[src/rtl/uart_count_host.sv]
// Host side of the UART counter protocol: sends 'r'/'n', parses the decimal reply,
// and checks it against a local model of the responder's counter.
module uart_tx #(
  parameter int CLKS_PER_BIT = 2
) (
  input  logic       clk,
  input  logic       rst,
  input  logic       i_tx_valid,
  input  logic [7:0] i_tx_data,
  output logic       o_tx_busy,
  output logic       o_tx
);
  localparam int CW = (CLKS_PER_BIT > 1) ? $clog2(CLKS_PER_BIT) : 1;
  localparam logic [CW-1:0] CPB_M1 = CW'(CLKS_PER_BIT - 1);

  logic [9:0]    shreg;
  logic [3:0]    bit_cnt;
  logic [CW-1:0] clk_cnt;

  always_ff @(posedge clk) begin
    if (rst) begin
      shreg     <= '1;
      bit_cnt   <= '0;
      clk_cnt   <= '0;
      o_tx_busy <= 1'b0;
      o_tx      <= 1'b1;
    end else if (!o_tx_busy) begin
      if (i_tx_valid) begin
        shreg     <= {1'b1, i_tx_data, 1'b0};
        o_tx      <= 1'b0;
        o_tx_busy <= 1'b1;
        clk_cnt   <= CPB_M1;
        bit_cnt   <= '0;
      end
    end else if (clk_cnt != '0) begin
      clk_cnt <= clk_cnt - 1'b1;
    end else begin
      clk_cnt <= CPB_M1;
      if (bit_cnt == 4'd9) begin
        o_tx_busy <= 1'b0;
        o_tx      <= 1'b1;
      end else begin
        bit_cnt <= bit_cnt + 4'd1;
        o_tx    <= shreg[1];
        shreg   <= {1'b1, shreg[9:1]};
      end
    end
  end
endmodule

module uart_rx #(
  parameter int CLKS_PER_BIT = 2
) (
  input  logic       clk,
  input  logic       rst,
  input  logic       i_rx,
  output logic       o_rx_valid,
  output logic [7:0] o_rx_data,
  output logic       o_rx_busy
);
  localparam int CW = (CLKS_PER_BIT > 1) ? $clog2(CLKS_PER_BIT) : 1;
  localparam logic [CW-1:0] CPB_M1 = CW'(CLKS_PER_BIT - 1);
  localparam logic [CW-1:0] HALF   = CW'((CLKS_PER_BIT - 1) / 2);

  logic          rx_s1, rx_s2;
  logic [7:0]    shreg;
  logic [3:0]    bit_idx;
  logic [CW-1:0] clk_cnt;

  always_ff @(posedge clk) begin
    if (rst) begin
      rx_s1      <= 1'b1;
      rx_s2      <= 1'b1;
      shreg      <= '0;
      bit_idx    <= '0;
      clk_cnt    <= '0;
      o_rx_busy  <= 1'b0;
      o_rx_valid <= 1'b0;
      o_rx_data  <= '0;
    end else begin
      rx_s1      <= i_rx;
      rx_s2      <= rx_s1;
      o_rx_valid <= 1'b0;
      if (!o_rx_busy) begin
        if (!rx_s2) begin
          o_rx_busy <= 1'b1;
          clk_cnt   <= HALF;
          bit_idx   <= '0;
        end
      end else if (clk_cnt != '0) begin
        clk_cnt <= clk_cnt - 1'b1;
      end else begin
        clk_cnt <= CPB_M1;
        // bit_idx: 0 = start, 1..8 = data LSB first, 9 = stop
        if (bit_idx == 4'd0) begin
          if (rx_s2) o_rx_busy <= 1'b0;
          else       bit_idx   <= 4'd1;
        end else if (bit_idx <= 4'd8) begin
          shreg   <= {rx_s2, shreg[7:1]};
          bit_idx <= bit_idx + 4'd1;
        end else begin
          o_rx_busy <= 1'b0;
          if (rx_s2) begin
            o_rx_valid <= 1'b1;
            o_rx_data  <= shreg;
          end
        end
      end
    end
  end
endmodule

// state      | meaning
// IDLE       | ready for a command, rx traffic ignored
// SEND       | waiting for uart_tx to be free, then launch the command byte
// WAIT_TX    | command byte on the wire
// WAIT_FIRST | timeout window for the first reply byte
// RECV       | collecting digits until the line goes quiet or MAX_DIGITS bytes
// DONE       | report result and advance the counter model
module uart_count_host #(
  parameter int CLKS_PER_BIT      = 2,
  parameter int CNT_MAX           = 17,
  parameter int MAX_DIGITS        = (CNT_MAX >= 10) ? 2 : 1,
  parameter int GAP_BITS          = 20,
  parameter int RESP_TIMEOUT_CLKS = 256
) (
  input  logic       clk,
  input  logic       rst,
  input  logic       i_cmd_valid,
  input  logic       i_cmd,
  output logic       o_cmd_ready,
  input  logic       rx_phy,
  output logic       tx_phy,
  output logic       o_resp_valid,
  output logic [7:0] o_resp_value,
  output logic       o_resp_ok,
  output logic       o_err_timeout,
  output logic       o_err_char,
  output logic       o_busy,
  output logic [7:0] o_expected
);
  localparam int GAP_CLKS = GAP_BITS * CLKS_PER_BIT;
  localparam logic [15:0] GAP_LOAD = 16'(GAP_CLKS);
  // Loaded two short so o_resp_valid lands exactly RESP_TIMEOUT_CLKS after tx_busy falls
  localparam logic [15:0] TO_LOAD  = 16'(RESP_TIMEOUT_CLKS - 2);
  localparam logic [1:0]  MAXD     = 2'(MAX_DIGITS);
  localparam logic [7:0]  CNT_TOP  = 8'(CNT_MAX);

  localparam logic [2:0] S_IDLE       = 3'd0;
  localparam logic [2:0] S_SEND       = 3'd1;
  localparam logic [2:0] S_WAIT_TX    = 3'd2;
  localparam logic [2:0] S_WAIT_FIRST = 3'd3;
  localparam logic [2:0] S_RECV       = 3'd4;
  localparam logic [2:0] S_DONE       = 3'd5;

  logic [2:0]  state;
  logic        cmd_q, tx_valid, tx_busy, tx_seen;
  logic        rx_valid, rx_busy;
  logic [7:0]  tx_data, rx_data, acc, exp_q, chk_val;
  logic [1:0]  dig_cnt;
  logic        tmo, cerr, is_digit;
  logic [15:0] tcnt, gcnt;
  logic [11:0] acc_sum;
  logic [7:0]  acc_next;

  assign tx_data     = cmd_q ? 8'h6E : 8'h72;
  assign o_cmd_ready = (state == S_IDLE);
  assign o_busy      = (state != S_IDLE);
  assign o_expected  = exp_q;
  assign chk_val     = cmd_q ? exp_q : 8'd0;

  always_comb begin
    is_digit = (rx_data >= 8'h30) && (rx_data <= 8'h39);
    acc_sum  = 12'(acc) * 12'd10 + 12'(rx_data - 8'h30);
    acc_next = (acc_sum > 12'd255) ? 8'hFF : acc_sum[7:0];
  end

  uart_tx #(.CLKS_PER_BIT(CLKS_PER_BIT)) u_tx (
    .clk(clk), .rst(rst), .i_tx_valid(tx_valid), .i_tx_data(tx_data),
    .o_tx_busy(tx_busy), .o_tx(tx_phy)
  );

  uart_rx #(.CLKS_PER_BIT(CLKS_PER_BIT)) u_rx (
    .clk(clk), .rst(rst), .i_rx(rx_phy), .o_rx_valid(rx_valid),
    .o_rx_data(rx_data), .o_rx_busy(rx_busy)
  );

  always_ff @(posedge clk) begin
    if (rst) begin
      state         <= S_IDLE;
      cmd_q         <= 1'b0;
      tx_valid      <= 1'b0;
      tx_seen       <= 1'b0;
      acc           <= '0;
      dig_cnt       <= '0;
      tmo           <= 1'b0;
      cerr          <= 1'b0;
      tcnt          <= '0;
      gcnt          <= '0;
      exp_q         <= '0;
      o_resp_valid  <= 1'b0;
      o_resp_value  <= '0;
      o_resp_ok     <= 1'b0;
      o_err_timeout <= 1'b0;
      o_err_char    <= 1'b0;
    end else begin
      tx_valid     <= 1'b0;
      o_resp_valid <= 1'b0;
      case (state)
        S_IDLE: begin
          if (i_cmd_valid) begin
            cmd_q <= i_cmd;
            state <= S_SEND;
          end
        end
        S_SEND: begin
          if (!tx_busy) begin
            tx_valid <= 1'b1;
            tx_seen  <= 1'b0;
            state    <= S_WAIT_TX;
          end
        end
        S_WAIT_TX: begin
          if (tx_busy) begin
            tx_seen <= 1'b1;
          end else if (tx_seen) begin
            acc     <= '0;
            dig_cnt <= '0;
            tmo     <= 1'b0;
            cerr    <= 1'b0;
            tcnt    <= TO_LOAD;
            state   <= S_WAIT_FIRST;
          end
        end
        S_WAIT_FIRST: begin
          if (rx_valid) begin
            if (is_digit) acc <= acc_next;
            else          cerr <= 1'b1;
            dig_cnt <= dig_cnt + 2'd1;
            gcnt    <= GAP_LOAD;
            state   <= S_RECV;
          end else if (tcnt <= 16'd1) begin
            tcnt  <= '0;
            tmo   <= 1'b1;
            state <= S_DONE;
          end else begin
            tcnt <= tcnt - 16'd1;
          end
        end
        S_RECV: begin
          if (dig_cnt == MAXD) begin
            state <= S_DONE;
          end else if (rx_valid) begin
            if (is_digit) acc <= acc_next;
            else          cerr <= 1'b1;
            dig_cnt <= dig_cnt + 2'd1;
            gcnt    <= GAP_LOAD;
          end else if (rx_busy) begin
            gcnt <= GAP_LOAD;
          end else if (gcnt <= 16'd1) begin
            gcnt  <= '0;
            state <= S_DONE;
          end else begin
            gcnt <= gcnt - 16'd1;
          end
        end
        S_DONE: begin
          // First cycle reports; second cycle releases to IDLE so ready trails the pulse
          if (!o_resp_valid) begin
            o_resp_valid  <= 1'b1;
            o_resp_value  <= tmo ? 8'd0 : acc;
            o_resp_ok     <= !tmo && !cerr && (acc == chk_val);
            o_err_timeout <= tmo;
            o_err_char    <= cerr;
            if (!cmd_q)                exp_q <= 8'd1;
            else if (exp_q == CNT_TOP) exp_q <= 8'd0;
            else                       exp_q <= exp_q + 8'd1;
          end else begin
            state <= S_IDLE;
          end
        end
        default: state <= S_IDLE;
      endcase
    end
  end
endmodule
[config.mk]
export PLATFORM = sky130hd
export DESIGN_NAME = uart_count_host
export DESIGN_NICKNAME = d
export VERILOG_FILES = /design/src/rtl/uart_count_host.sv
export SDC_FILE = /design/constraint.sdc
export NUM_CORES = 1
export LEC_CHECK = 0
export ABC_CLOCK_PERIOD_IN_PS = 3600
export CORE_MARGIN = 4
export CORE_UTILIZATION = 40
export DETAILED_ROUTE_END_ITERATION = 10
export PLACE_DENSITY = 0.68
export SLEW_MARGIN = 10
export SYNTH_ARGS = -nofsm -noshare
export SYNTH_HDL_FRONTEND = slang
export SYNTH_SLANG_ARGS = --single-unit
[constraint.sdc]
create_clock -name clk -period 3.6 [get_ports clk]
set_clock_uncertainty 0.1 [all_clocks]
set_input_delay 0.72 -clock clk [delete_from_list [all_inputs] [get_ports clk]]
set_output_delay 0.72 -clock clk [all_outputs]
set_load 0.1 [all_outputs]
* Word level (Yosys, flattened, before mapping) *
Index checks and enable logic that the tools add are counted.

word-level totals
  register bits after elaboration = 112
  output and inout bits = 23
  word-level logic and storage cells = 199

operators by class
  add/sub/neg operators = 10
  multipliers = 1
  magnitude comparators = 6
  equality and inequality tests = 29
  multiplexer cells = 88
  bitwise operators = 7
  reductions and logical operators = 29

operators with widths
  kind                                                                               count
  16-bit two-way mux                                                                 9
  8-bit two-way mux                                                                  10
  16-bit one-hot mux with 2 select lines                                             2
  10-bit two-way mux                                                                 4
  4-bit two-way mux                                                                  10
  3-bit two-way mux                                                                  11
  16-bit by 1-bit less-or-equal comparator with 1-bit output, second input constant  2
  16-bit by 1-bit subtractor with 16-bit output, second input constant               2
  1-bit two-way mux                                                                  31
  2-bit != test, second input constant                                               12
  8-bit one-hot mux with 3 select lines                                              1
  3-bit one-hot mux with 6 select lines                                              1
  4-bit AND reduction                                                                4
  12-bit adder                                                                       1
  12-bit by 8-bit greater-than comparator with 1-bit output, second input constant   1
  3-bit != test, second input constant                                               4
  8-bit by 3-bit multiplier with 11-bit output, second input constant                1
  5-bit AND reduction                                                                2
  3-bit AND reduction                                                                3
  9-bit AND reduction                                                                1
  8-bit by 6-bit subtractor with 9-bit output, second input constant                 1
  4-bit by 1-bit adder with 4-bit output, second input constant                      2
  8-bit by 1-bit adder with 8-bit output, second input constant                      1
  8-bit by 5-bit == test with 1-bit output, second input constant                    1
  other kinds (28)                                                                   53

* Depth between registers and ports, before layout *
  depth after elaboration = 8
  depth in mapped cells = 16
  mapped depth without buffers = 16

* Modules after synthesis *
A second synthesis with hierarchy kept.

unflattened totals
  cell total of the unflattened synthesis = 730
  area, all modules = 6043.3 um^2

modules (own cells, without submodules)
  module           instances  cells an instance  area each (um^2)  sequential area each (um^2)
  uart_count_host  1          556                4274.1            1401.3
  uart_rx          1          103                1041.0            500.5
  uart_tx          1          71                 728.2             300.3

* Worst setup path after synthesis *
No wires, ideal clock.

  path type = register -> register
  from = reg acc[1]
  to = reg acc[3]
  library setup time = 0.125 ns
  data arrival time = 3.248 ns
  required time = 3.375 ns
  setup slack = 0.127 ns
  stages on the path, launching flop included = 16
  path buffers = 0
  period minus slack after synthesis = 3.473 ns
  path through = dfxtp_1 > ha_1 > ha_1 > fa_1 > a21o_1 > a21oi_1 > o21bai_1 > a21oi_1 > xnor2_1 > ha_1 > a21boi_0 > a211oi_1 > xnor2_1 > o21ai_1 > nor3_1 > o21ai_1

on the way
  word-level cells in the longest chain between the ends = 8

ends and longest elaborated chain
  element                                                    line      text
  start: declaration                                         159       logic [7:0] tx_data, rx_data, acc, exp_q, chk_val;
  start signal: assignment                                   237       if (is_digit) acc <= acc_next;
  start signal: assignment                                   254       if (is_digit) acc <= acc_next;
  8-bit by 3-bit multiplier with 11-bit output (*)           174       acc_sum = 12'(acc) * 12'd10 + 12'(rx_data - 8'h30);
  12-bit adder (*)                                           174
  12-bit by 8-bit greater-than comparator with 1-bit output  175       acc_next = (acc_sum > 12'd255) ? 8'hFF : acc_sum[7:0];
  8-bit two-way mux (*)                                      175
  8-bit two-way mux (*)                                      237, 254
  8-bit two-way mux (*)                                      253       end else if (rx_valid) begin
  8-bit two-way mux                                          251       if (dig_cnt == MAXD) begin
  8-bit one-hot mux with 3 select lines (*)                  209       case (state)

Every way passes the cells marked *; elsewhere a longest branch is shown, timed or not. The select of a mux whose other input is x is not followed.
A chain may end at the register's enable or synchronous reset.

* Worst setup path in the final report *
  from = reg acc[1]
  to = reg acc[1]

on the way
  word-level cells in the longest chain between the ends = 8

ends and longest elaborated chain
  element                                                    line
  8-bit by 3-bit multiplier with 11-bit output               174
  12-bit adder                                               174
  12-bit by 8-bit greater-than comparator with 1-bit output  175
  8-bit two-way mux                                          175
  8-bit two-way mux                                          237, 254
  8-bit two-way mux (*)                                      253
  8-bit two-way mux                                          251
  8-bit one-hot mux with 3 select lines (*)                  209

Marks and branches as above.

==> run summary <==
Setup violations remaining at the end of the flow were counted as 1. The tool flagged a number of max-cap violations equal to 0. Once placement completed, the tool counted placed cells totaling 898.

The share of the yosys chip area belonging to registers is 37.60%. STA classifies the critical path endpoint as a flip-flop. The remaining antenna violation count came out at 0. For this configuration, the core starts out at a cell density of 41.55%. The HPWL reported at the end of detailed placement is 9402 um. The number of failing hold endpoints at the final stage is 0. Of all nets on the critical path, the largest fanout is 8. The number of H-tree levels came out at 3.

Global routing consumed, over all layers together, 16.02% of the routing resources. TritonCTS created 9 clock buffers. The run finished, with violations left. For this design, the slowest cell found on the critical path is or4b_1. The switching part of the total power came out at 37.54%. The average footprint of a synthesized cell is 8.319 um^2.

The final net count came out at 775. The floorplan step set the die height to 129.0 um. The largest net degree at the start of global routing came out at 36. The number of design-rule violations left by the first detailed-router iteration came out at 303. The first TritonRoute pass finished after 4 iterations. The number of flops mapped to enable cells by yosys came out at 0.

The routed wire length came out at 13150 um. The count of state elements after synthesis is 110. The via count of the first global-routing pass came out at 4775.

The worst pin sits at a relative slew slack of 34.60%. In this run the worst hold path is classified as reg -> reg. VDD sags by at most 0.3148 mV. The post-synthesis net count is 745.

The part of the cycle the worst path needs is 101.1%. Across all setup checks in the final design, the least slack found is -39.10 ps. The share of total power in combinational logic is 35.1%. The worst setup timing slack at the placement stage is -21.82 ps. The most frequent standard cell in the layout excluding fill and tap cells is dfxtp_1. The total of hold buffers inserted after clock tree synthesis is 0. The maximum root-to-sink buffer count came out at 2. The number of slew-limit violations in the final report is 0. The first global-routing pass estimated 21960 um of wire. For the worst setup path, the data required time is 3740 ps.

The worst-margin pin slew came out at 977.9 ps. The detailed router placed 4998 vias in this run. In this design, the stage delay of the slowest critical-path cell is 540 ps. The finished cells cover 0.006822 mm^2.

The top cell types in the final layout, fill and taps aside, are dfxtp_1 (110), nor2_1 (96), nand2_1 (60), a21oi_1 (55), buf_4 (33). The weighted congestion reported at the end of routability-driven placement came out at 0.8308. The count of yosys warnings during synthesis came out at 0. In the final layout, the share of cells above drive strength 1 is 12.18%. The count of antenna diodes in the layout came out at 0. The count of buffers added on input and output ports is 27. The power share of the clock group came out at 26.8%. By startpoint and endpoint, the worst setup path is classified as reg -> reg.

Adding up every negative setup slack in the final design gives -39.10 ps. The async set-reset flop share out of synthesis came out at 0%. The detail-routed via count per cell came out at 5.439. The width of the die is 129.0 um. The share of total power in sequential cells came out at 38.2%. In this run, distinct cell masters in the synthesized netlist total 61.

The remaining routing DRC violations is 0. The final reports fail on negative setup slack. The cell internal power dissipation came out at 2.516 mW. The post-synthesis instance total is 704. Pin placement for this block handled 28 I/O pins. The most used flip-flop cell after synthesis is dfxtp_1. The per-cell routed wire length came out at 14.31 um. CTS saw 110 sinks. STA classifies the critical path startpoint as a flip-flop.

The post-place instance area came out at 0.006340 mm^2. The cell sitting at the root of the clock tree is a clkbuf_16. The initial antenna violation count is 0. For the worst-skew pair, the clock arrives at the later sink with an insertion delay of 360 ps.

Timing would allow up to 274.8 MHz. At the worst endpoint, the arrival time is 3780 ps. After clock tree synthesis, the clock-pin slew on the worst setup and hold paths is 70 ps. In this run the static leakage power is 2.721 nW.

The remaining global-route overflow is 0. The non-filler instance count after layout came out at 919. The minimum clock period came out at 3639 ps. The cell area after synthesis is 0.005857 mm^2. The placeable core region is 0.01410 mm^2. The total power density per cell area is 590.5 mW/mm^2. Traced cell by cell, the critical path runs through ha_1 -> ha_2 -> fa_2 -> a21o_1 -> a21oi_2 -> buf_4 -> xnor2_1 -> ha_1 -> or4b_1 -> o211ai_1 -> o31ai_1 -> buf_4 -> nor3_1 -> o21ai_1.

The area growth from synthesis to final layout is 16.47%. The area of the die came out at 0.01664 mm^2. The number of placement rows came out at 43. TritonCTS built the clock tree. The net switching power came out at 1.512 mW.
[worst max-delay path, delay by kind of cell (launching register included)]
family,cells,cell delay [ps]
AOI/OAI and AO/OA,5,690
xor gates and xnor gates,1,140
buffers and inverters,2,310
DFF,1,320
adders and majority gates,4,1180
and+or+nand+nor,2,780
[layer usage]
layer | wire length, um | track usage (%) | share of wire (%) | vias up
li1 | - | - | - | 2561
met1 | 6200 | 20.28 | 47 | 2368
met2 | 6367 | 26.89 | 48 | 54
met3 | 418 | 4.317 | 3.2 | 15
met4 | 162 | 4.509 | 1.2 | 0
met5 | 0 | 0 | 0 | -
[Yosys cell counts, drive strengths merged, types with 7 or more instances]
cell type / n / area (um^2)
nand3: 18 / 90.09
a211oi: 15 / 130.1
xor2: 20 / 175.2
nor2: 96 / 360.4
dfxtp: 110 / 2202
nor3: 28 / 140.1
nand2: 61 / 229.0
mux2i: 16 / 160.2
ha: 34 / 425.4
a21o: 7 / 52.55
nand2b: 9 / 56.30
xnor2: 20 / 175.2
o21ai: 42 / 210.2
nor4: 11 / 90.08
inv: 19 / 71.32
clkbuf: 25 / 93.84
a21oi: 61 / 309.1
nand3b: 16 / 120.1
or3: 11 / 70.07
[repair_timing]
item | in CTS | in global routing
setup buffers | 0 | 5
pin swaps | 3 | 8
resized for setup | 2 | 26
endpoints found under the setup margin | 5 | 8
[cell families (layout without fill, tap and decap cells)]
logic type | after synthesis | after routing | synth area share [%]
AO/OA/AOI/OAI | 167 | 167 | 18.18
XOR/XNOR | 40 | 40 | 5.982
adder cells (fa/ha/maj) | 36 | 36 | 7.947
buffers and inverters | 48 | 83 | 3.162
flip-flops | 110 | 110 | 37.60
multiplexers | 17 | 17 | 2.927
AND/OR/NAND/NOR | 286 | 286 | 24.20
[per-stage QoR]
step | hold slack (ps) | total power [mW] | utilization (%)
after detailed placement | 296.9 | 2.974 | 44.98
final | 311.8 | 4.028 | 48.39
after floorplan | 289.5 | 2.693 | -
after global routing | 344.1 | 4.288 | 48.39
after CTS | 313.9 | 4.070 | 47.34
after global placement | 292.1 | 2.927 | 44.98
[sequential cells by signal, summed over array words and instances (netlist names), 2 cells and up]
name            count
acc                 8
state               3
gcnt               16
o_expected          8
u_rx.shreg          8
u_tx.bit_cnt        4
u_rx.o_rx_data      8
u_rx.bit_idx        4
u_tx.shreg          8
dig_cnt             2
o_resp_value        8
tcnt               16
[worst paths after layout]
path / cells past startpoint / startpoint / slack (ps) / endpoint
setup / recovery: 14 / acc[1] / -40 / acc[1]
hold reg to reg: 1 / u_rx.rx_s1 / 310 / u_rx.rx_s2
hold / removal: 1 / u_rx.rx_s1 / 310 / u_rx.rx_s2
setup reg to reg: 14 / acc[1] / -40 / acc[1]
[power by group through the flow]
stage	combinational, mW	sequential [mW]	clock, mW
finish	1.41	1.54	1.08
global route	1.57	1.57	1.16
CTS	1.42	1.53	1.12
detailed placement	1.41	1.56	0
global placement	1.38	1.55	0
floorplan	1.14	1.56	0
[final cells by class]
class                   count  area [um^2]
clock buffers              11        242.7
inverters                  19        71.32
multi-input cells         546         3596
clock inverters             5        81.33
fillers                  1343         7274
well taps                 180        225.2
flip-flops and latches    110         2202
repair buffers             48        402.9
(Power assumes the default switching activity.)
